File: src/rtl/history_stream_arbiter.sv
// Round-robin shared two/three-deep history detector over NUM_CH independent 1-bit streams.
// Define RUN_LEN_EN to add per-channel run-length counters and the run_len output.
module history_stream_arbiter #(
    parameter int NUM_CH = 4,
    parameter int RUN_W  = 8,
    localparam int CH_W  = $clog2(NUM_CH)
) (
    input  logic              clk,
    input  logic              reset,
    input  logic [NUM_CH-1:0] req,
    input  logic [NUM_CH-1:0] a_in,
    input  logic [NUM_CH-1:0] clr,
    output logic [NUM_CH-1:0] gnt,
    output logic              out_valid,
    output logic [CH_W-1:0]   out_ch,
    output logic              out_x,
    output logic              out_y
`ifdef RUN_LEN_EN
    ,
    output logic [RUN_W-1:0]  run_len
`endif
);

    typedef enum logic [1:0] {H_EMPTY, H_ONE, H_FULL} h_state_e;

    h_state_e          st_q [NUM_CH];
    h_state_e          st_d [NUM_CH];
    logic [NUM_CH-1:0] h0_q, h0_d, h1_q, h1_d;
    logic [CH_W-1:0]   rr_ptr_q, rr_ptr_d;

    logic              accept;
    logic [CH_W-1:0]   gnt_idx;
    h_state_e          cur_st;
    logic              cur_h0, cur_h1, a_sel;

    logic              out_valid_q, out_valid_d;
    logic [CH_W-1:0]   out_ch_q, out_ch_d;
    logic              out_x_q, out_x_d, out_y_q, out_y_d;

`ifdef RUN_LEN_EN
    logic [RUN_W-1:0]  run_q [NUM_CH];
    logic [RUN_W-1:0]  run_d [NUM_CH];
    logic [RUN_W-1:0]  run_len_q, run_len_d, cur_run, new_run;
`endif

    // First asserted request at or after rr_ptr, wrapping; gnt implies req.
    always_comb begin : rr_pick
        int idx;
        // NOTE: every combinational output gets a default before any branch so no latch is inferred.
        idx     = 0;
        gnt     = '0;
        gnt_idx = '0;
        accept  = 1'b0;
        for (int i = 0; i < NUM_CH; i++) begin
            idx = int'(rr_ptr_q) + i;
            if (idx >= NUM_CH) idx = idx - NUM_CH;
            if (!accept && req[idx]) begin
                accept       = 1'b1;
                gnt[idx]     = 1'b1;
                gnt_idx      = CH_W'(idx);
            end
        end
    end

    // Pre-update context of the granted channel; a same-cycle clr flushes it first.
    always_comb begin
        a_sel = a_in[gnt_idx];
        if (clr[gnt_idx]) begin
            cur_st = H_EMPTY;
            cur_h0 = 1'b0;
            cur_h1 = 1'b0;
        end else begin
            cur_st = st_q[gnt_idx];
            cur_h0 = h0_q[gnt_idx];
            cur_h1 = h1_q[gnt_idx];
        end
`ifdef RUN_LEN_EN
        cur_run = clr[gnt_idx] ? '0 : run_q[gnt_idx];
        if (cur_st == H_EMPTY || a_sel != cur_h0)
            new_run = RUN_W'(1);
        else if (cur_run == {RUN_W{1'b1}})
            new_run = cur_run;
        else
            new_run = cur_run + RUN_W'(1);
`endif
    end

    // Next-state: context FSMs and round-robin pointer.
    always_comb begin
        st_d     = st_q;
        h0_d     = h0_q;
        h1_d     = h1_q;
        rr_ptr_d = rr_ptr_q;
`ifdef RUN_LEN_EN
        run_d    = run_q;
`endif
        for (int i = 0; i < NUM_CH; i++) begin
            if (clr[i]) begin
                st_d[i] = H_EMPTY;
                h0_d[i] = 1'b0;
                h1_d[i] = 1'b0;
`ifdef RUN_LEN_EN
                run_d[i] = '0;
`endif
            end
        end
        if (accept) begin
            st_d[gnt_idx] = (cur_st == H_EMPTY) ? H_ONE : H_FULL;
            h1_d[gnt_idx] = cur_h0;
            h0_d[gnt_idx] = a_sel;
`ifdef RUN_LEN_EN
            run_d[gnt_idx] = new_run;
`endif
            rr_ptr_d = (gnt_idx == CH_W'(NUM_CH - 1)) ? '0 : gnt_idx + 1'b1;
        end
    end

    // Output: flags forced to 0 when nothing is accepted.
    always_comb begin
        out_valid_d = accept;
        out_ch_d    = accept ? gnt_idx : out_ch_q;
        out_x_d     = accept && (cur_st != H_EMPTY) && (a_sel == cur_h0);
        out_y_d     = accept && (cur_st == H_FULL) && (a_sel == cur_h0) && (a_sel == cur_h1);
`ifdef RUN_LEN_EN
        run_len_d   = accept ? new_run : run_len_q;
`endif
    end

    // NOTE: sequential state uses non-blocking assignments only, so every flop samples pre-edge values.
    always_ff @(posedge clk) begin
        if (reset) begin
            // NOTE: the context arrays are reset explicitly because H_EMPTY carries meaning, not just init.
            st_q        <= '{default: H_EMPTY};
            h0_q        <= '0;
            h1_q        <= '0;
            rr_ptr_q    <= '0;
            out_valid_q <= 1'b0;
            out_ch_q    <= '0;
            out_x_q     <= 1'b0;
            out_y_q     <= 1'b0;
`ifdef RUN_LEN_EN
            run_q       <= '{default: '0};
            run_len_q   <= '0;
`endif
        end else begin
            st_q        <= st_d;
            h0_q        <= h0_d;
            h1_q        <= h1_d;
            rr_ptr_q    <= rr_ptr_d;
            out_valid_q <= out_valid_d;
            out_ch_q    <= out_ch_d;
            out_x_q     <= out_x_d;
            out_y_q     <= out_y_d;
`ifdef RUN_LEN_EN
            run_q       <= run_d;
            run_len_q   <= run_len_d;
`endif
        end
    end

    assign out_valid = out_valid_q;
    assign out_ch    = out_ch_q;
    assign out_x     = out_x_q;
    assign out_y     = out_y_q;
`ifdef RUN_LEN_EN
    assign run_len   = run_len_q;
`endif

endmodule

File: config.mk
export PLATFORM = sky130hd
export DESIGN_NAME = history_stream_arbiter
export DESIGN_NICKNAME = d
export VERILOG_FILES = /design/src/rtl/history_stream_arbiter.sv
export SDC_FILE = /design/constraint.sdc
export NUM_CORES = 1
export LEC_CHECK = 0
export BUFFER_PORTS_ARGS = -buffer_cell sky130_fd_sc_hd__buf_2
export CAP_MARGIN = 30
export CORE_ASPECT_RATIO = 0.8
export CORE_MARGIN = 5
export CORE_UTILIZATION = 45
export CTS_CLUSTER_SIZE = 20
export DETAILED_ROUTE_END_ITERATION = 12
export SYNTH_ARGS = -nofsm -noshare
export SYNTH_HDL_FRONTEND = slang
export SYNTH_SLANG_ARGS = --single-unit
File: constraint.sdc
create_clock -name clk -period 5.9 [get_ports clk]
set_input_delay 0.59 -clock clk [delete_from_list [all_inputs] [get_ports clk]]
set_output_delay 0.59 -clock clk [all_outputs]
set_load 0.02 [all_outputs]
* Word-level counts from Yosys, hierarchy flattened *
Index checks and enable logic that the tools add are counted.
W data, S select, Z words.

operators by class
  $add $sub $neg = 8
  $lt $le $gt $ge = 16
  eq/ne operators = 4
  muxes and demuxes = 74
  bitwise gates (word level) = 4
  reduce and logical (&&, ||, !) cells = 19

operators by type and width
  operator               count
  $ge A32 B1 Y1 const B  4
  $lt A32 B4 Y1 const B  4
  $mux W32               4
  $mux W1                31
  $mux W2                14
  $mux W4                6
  $bmux W1 S2            8
  $logic_and A1 B1 Y1    14
  $ge A3 B3 Y1 const B   4
  $or A4 B4 Y4           3
  $sub A3 B3 Y4 const B  3
  $demux W1 S2           5
  $bwmux W4              2
  $bwmux W8              1
  $mux W8                1
  $add A2 B2 Y3 const B  2
  $bmux W2 S2            1
  $demux W2 S2           1
  $eq A2 B2 Y1 const B   2
  $sub A2 B3 Y4 const B  1
  $add A2 B1 Y3 const B  1
  $ge A2 B3 Y1 const B   1
  $logic_not A1 Y1       3
  $lt A2 B3 Y1 const B   1
  other kinds (7)        8

word-level totals
  register bits after elaboration = 23
  input bits = 14

* Depth between registers and ports, before layout *
  depth after elaboration = 24
  depth in mapped cells = 14

* Least setup slack after synthesis *
OpenSTA, ideal clock, no wires.

  path type = flip-flop to flip-flop
  start point = register rr_ptr_q[0]
  end point = register st_q[3] (netlist name)
  arrival time = 2834 ps
  data required time = 5784 ps
  setup slack = 2949 ps
  stages on the path, launching flop included = 13
  period minus slack after synthesis = 2951 ps
  cell sequence = dfxtp_1 > buf_6 > inv_2 > ha_1 > mux4_2 > nor2_4 > o41a_2 > nor2_1 > inv_1 > ha_1 > nor2b_1 > nor4b_1 > a31o_2

between the ends
  cells in the longest elaborated chain, start to end = 24

ends and longest elaborated chain
  element                                                                 line     RTL
  start, declared                                                         29       logic [CH_W-1:0] rr_ptr_q, rr_ptr_d;
  start signal, assigned                                                  149      rr_ptr_q <= rr_ptr_d;
  parallel branches: the longest is 14 deep, another holds $sub A3 B3 Y4  --
  $mux W2 *                                                               57       if (!accept && req[idx]) begin
  named net gnt_idx[1]                                                    32       logic [CH_W-1:0] gnt_idx;
  $not A2 Y3                                                              73, 108
  $bmux W2 S2                                                             73       cur_st = st_q[gnt_idx];
  $mux W2 (not written as such) (2 in series)                             73
  $mux W2                                                                 68       if (clr[gnt_idx]) begin
  $logic_not A2 Y1                                                        108      st_d[gnt_idx] = (cur_st == H_EMPTY) ? H_ONE : H_FULL;
  $mux W2                                                                 108
  $bwmux W8 *                                                             108
  $mux W8 *                                                               107      if (accept) begin
  end signal, assigned                                                    146      st_q <= st_d;
  end, declared                                                           26       h_state_e st_q [NUM_CH];

Mark *: on every way through the listed nets, which the timed path passes. The select of a mux whose other input is x is not followed.
A chain may end at the register's enable or synchronous reset.

* Worst setup path in the final report *
  start point = register rr_ptr_q[0]
  end point = output gnt[1]

between the ends
  cells in the longest elaborated chain, start to end = 15

ends and longest elaborated chain
  element                                                                 line  RTL
  parallel branches: the longest is 14 deep, another holds $ge A32 B1 Y1  --
  $mux W4 *                                                               57
  end, declared                                                           13    output logic [NUM_CH-1:0] gnt,

Every way passes the cells marked *. The select of a mux whose other input is x is not followed.

==> results_dict.tcl <==
set metrics [dict create \
    numClockSinks 23 \
    num_io_pins 23 \
    p_total_mw 1.12 \
    status "complete, no violations" \
    fp.coreArea_um2 4180 \
    pwr_density_cell_nw_per_um2 545 \
    slew_headroom_pct 49.4 \
    post_cts_buffers 0 \
    ys_seq_area_share_pct 23.7 \
    hold_path.class "reg -> reg" \
    place.gp.congestion 0.813 \
    min-delay-start "out_ch[1]$_SDFFE_PP0N_" \
    cts_root_buffer "clkbuf_8" \
    ctsHoldBuffers 0 \
    maxSlewViolCount 0 \
    dieArea_um2 5730 \
    switching_share_pct 52.1 \
    numCtsBuffers 3 \
    yosys_warnings 0 \
    cts.clk_slew.worst_paths_ns 0.08 \
    syn_inst 222 \
    switching_power_mw 0.585 \
    synth_top_area_cell "dfxtp_1" \
    clock_latency_ns 0.27 \
    grt_pass1_vias 1616 \
    rrSetupSlack_ns 2.13 \
    whs_path_depth 2 \
    drive_above_1_share_pct 21.9 \
    gr-usage-all-layers_pct 17.0 \
    finalHoldViolations 0 \
    min_period_over_period_pct 66.0 \
    routed_wl_um 4660 \
    grt_max_degree 26 \
    skew_ns 0.00313 \
    cap_viol_max_count 0 \
    io_buffers 22 \
    synthArstFlopShare_pct 0 \
    layout.nets 260 \
    ys_types 60 \
    synth_edf_count 0 \
    clock_path_buffers 2 \
    worstPathMaxFanout 16 \
    max-vdd-ir-drop_mv 0.311 \
    power.internal_mw 0.537 \
    synth_area_leaders "dfxtp_1, ha_1, a21oi_1, nand4_1, nor2_1" \
    synth_top_area_share_pct 23.7 \
    start_util_pct 46.5 \
    routedWlPerCell_um 16.1 \
    timing.fmax_ghz 0.257 \
    grt_pass1_wl_um 7940 \
    drt_iter0_drc 153 \
    critPathLaunchType "flip-flop" \
    tritoncts "done" \
    overflow 0 \
    p_leak_nw 0.832 \
    finalCriticalPeriod_ns 3.90 \
    place_hpwl_um 3430 \
    clock_power_share_pct 8.7 \
    row_count 21 \
    netlist_top_cells_count "dfxtp_1, nor2_1, a21oi_1, ha_1, nand3_1" \
    htree_levels 1 \
    viasPerCell 6.14 \
    syn_area_um2 1940 \
    worst_slew_pin_slew_ns 0.756 \
    cp-end-kind "output pin" \
    antenna_found_initial 0 \
    rr_startpoint "rr_ptr_q[0]$_SDFFE_PP0N_" \
    power_frac_seq_pct 22.5 \
    rr_worst_depth 11 \
    synth_fp_nets 248 \
    finalSetupTns_ns 0 \
    synth_area_per_cell_um2 8.74 \
    drtAntennaViolNets 0 \
    synth_seq_cells 23 \
    drc 0 \
    setup_viol 0 \
    vias 1781 \
    required_ns 5.31 \
    postCtsResizedCells 0 \
    area_growth_pct 6.06 \
    diodes 0 \
    synth-main-ff-cell "dfxtp_1" \
    worstReg2RegEnd "st_q[3]$_SDFF_PP0_" \
    hold-path-endpoint "out_ch[1]$_SDFFE_PP0N_" \
    die_height_um 68.7 \
    synth.most_common_cell "dfxtp_1" \
    crit_arrival_ns 3.31 \
    path_class "reg -> out" \
    p_comb_share_pct 68.8 \
    first_pass_iters 4 \
    die_width_um 83.4 \
    rsz0062_at_grt "false" \
]
## metal layers
| layer | global-route usage, % | part of all wire (%) | vias to the layer above | wire [um] |
|---|---|---|---|---|
| met3 | 3.68 | 6.8 | 9 | 319 |
| met1 | 24.4 | 49 | 838 | 2290 |
| met5 | 0 | 0 | - | 0 |
| li1 | - | - | 879 | - |
| met2 | 26.3 | 43 | 55 | 1990 |
| met4 | 3.61 | 1.3 | 0 | 59 |
## layout by cell type (no fill, tap or decap), types with 2 or more instances in the layout
cell type,Yosys,final
nor3b_1,2,2
o211ai_1,2,2
nor3_1,2,2
a21oi_1,17,17
a221o_1,4,4
a311oi_1,4,4
nor4b_1,4,4
dfxtp_1,23,23
a31o_2,4,4
buf_2,4,22
nor2b_1,6,6
nand2_1,5,5
nor2_1,18,18
a22o_1,4,4
nor4_1,2,2
nand4_1,11,11
o31ai_1,3,3
and3_1,6,6
mux4_2,3,3
o21ai_0,6,6
nand3b_1,3,3
nand3_1,12,12
mux2i_1,2,2
a22oi_1,5,5
inv_1,6,6
clkbuf_8,0,3
ha_1,12,12
a31oi_1,5,5
nand2b_1,6,6
## sequential cells by signal, summed over array words and instances (netlist names)
signal,flops
h0_q,4
h1_q,4
out_ch,2
out_valid,1
out_x,1
out_y,1
rr_ptr_q,2
st_q,8
## per-stage QoR
| step | worst slack (ns) | instances | instance area [um2] | utilization, % | hold WS [ns] |
|---|---|---|---|---|---|
| 2_1_floorplan | 2.95 | 222 | 1940 | - | 0.461 |
| 3_3_place_gp | 2.20 | 286 | 2010 | 48.2 | 0.450 |
| 3_5_place_dp | 2.16 | 286 | 2010 | 48.2 | 0.447 |
| 4_1_cts | 2.01 | 290 | 2060 | 49.3 | 0.462 |
| 5_1_grt | 1.65 | 290 | 2060 | 49.3 | 0.483 |
| 6_report | 2.00 | 290 | 2060 | 49.3 | 0.458 |
## cells by family (layout without fill, tap and decap cells)
family                     Yosys count  count (layout)  synth area share [%]
AOI/OAI and AO/OA                   66              66                  26.1
buffers and inverters               24              35                  7.74
adders and majority gates           12              12                  7.74
xor gates and xnor gates             1               1                 0.451
muxes                                8               8                  7.03
DFF                                 23              23                  23.7
and+or+nand+nor                     88              88                  27.2
## worst max-delay path: stages, from the launching register on
cell,delay (ns)
dfxtp_1,0.76
inv_2,0.17
ha_1,0.64
mux4_2,0.68
nor2b_1,0.29
a22oi_1,0.11
nor2_1,0.10
a221o_1,0.12
buf_2,0.16
## power groups by stage
stage          Sequential, mW  Combinational [mW]  Clock, mW
5_1_grt                 0.260               0.859      0.108
4_1_cts                 0.253               0.766      0.101
2_1_floorplan           0.241               0.657          0
6_report                0.253               0.772     0.0977
3_3_place_gp            0.255               0.761          0
3_5_place_dp            0.256               0.762          0
## area by class of cell
type	count	area [um2]
Fill cell	409	2120
Multi-Input combinational cell	175	1330
Sequential cell	23	460
Timing Repair Buffer	23	118
Tap cell	57	71.3
Clock buffer	3	41.3
Inverter	8	32.5
Clock inverter	1	5.00
## worst max path at each step
stage,from,to,slack [ns]
6_report,rr_ptr_q[0]$_SDFFE_PP0N_,gnt[1],2.00
5_1_grt,rr_ptr_q[0]$_SDFFE_PP0N_,gnt[0],1.65
4_1_cts,rr_ptr_q[0]$_SDFFE_PP0N_,gnt[1],2.01
3_5_place_dp,rr_ptr_q[0]$_SDFFE_PP0N_,st_q[1]$_SDFF_PP0_,2.16
3_3_place_gp,rr_ptr_q[0]$_SDFFE_PP0N_,st_q[1]$_SDFF_PP0_,2.20
2_1_floorplan,rr_ptr_q[0]$_SDFFE_PP0N_,st_q[3]$_SDFF_PP0_,2.95
No activity file was read; power rests on OpenSTA's default activity.
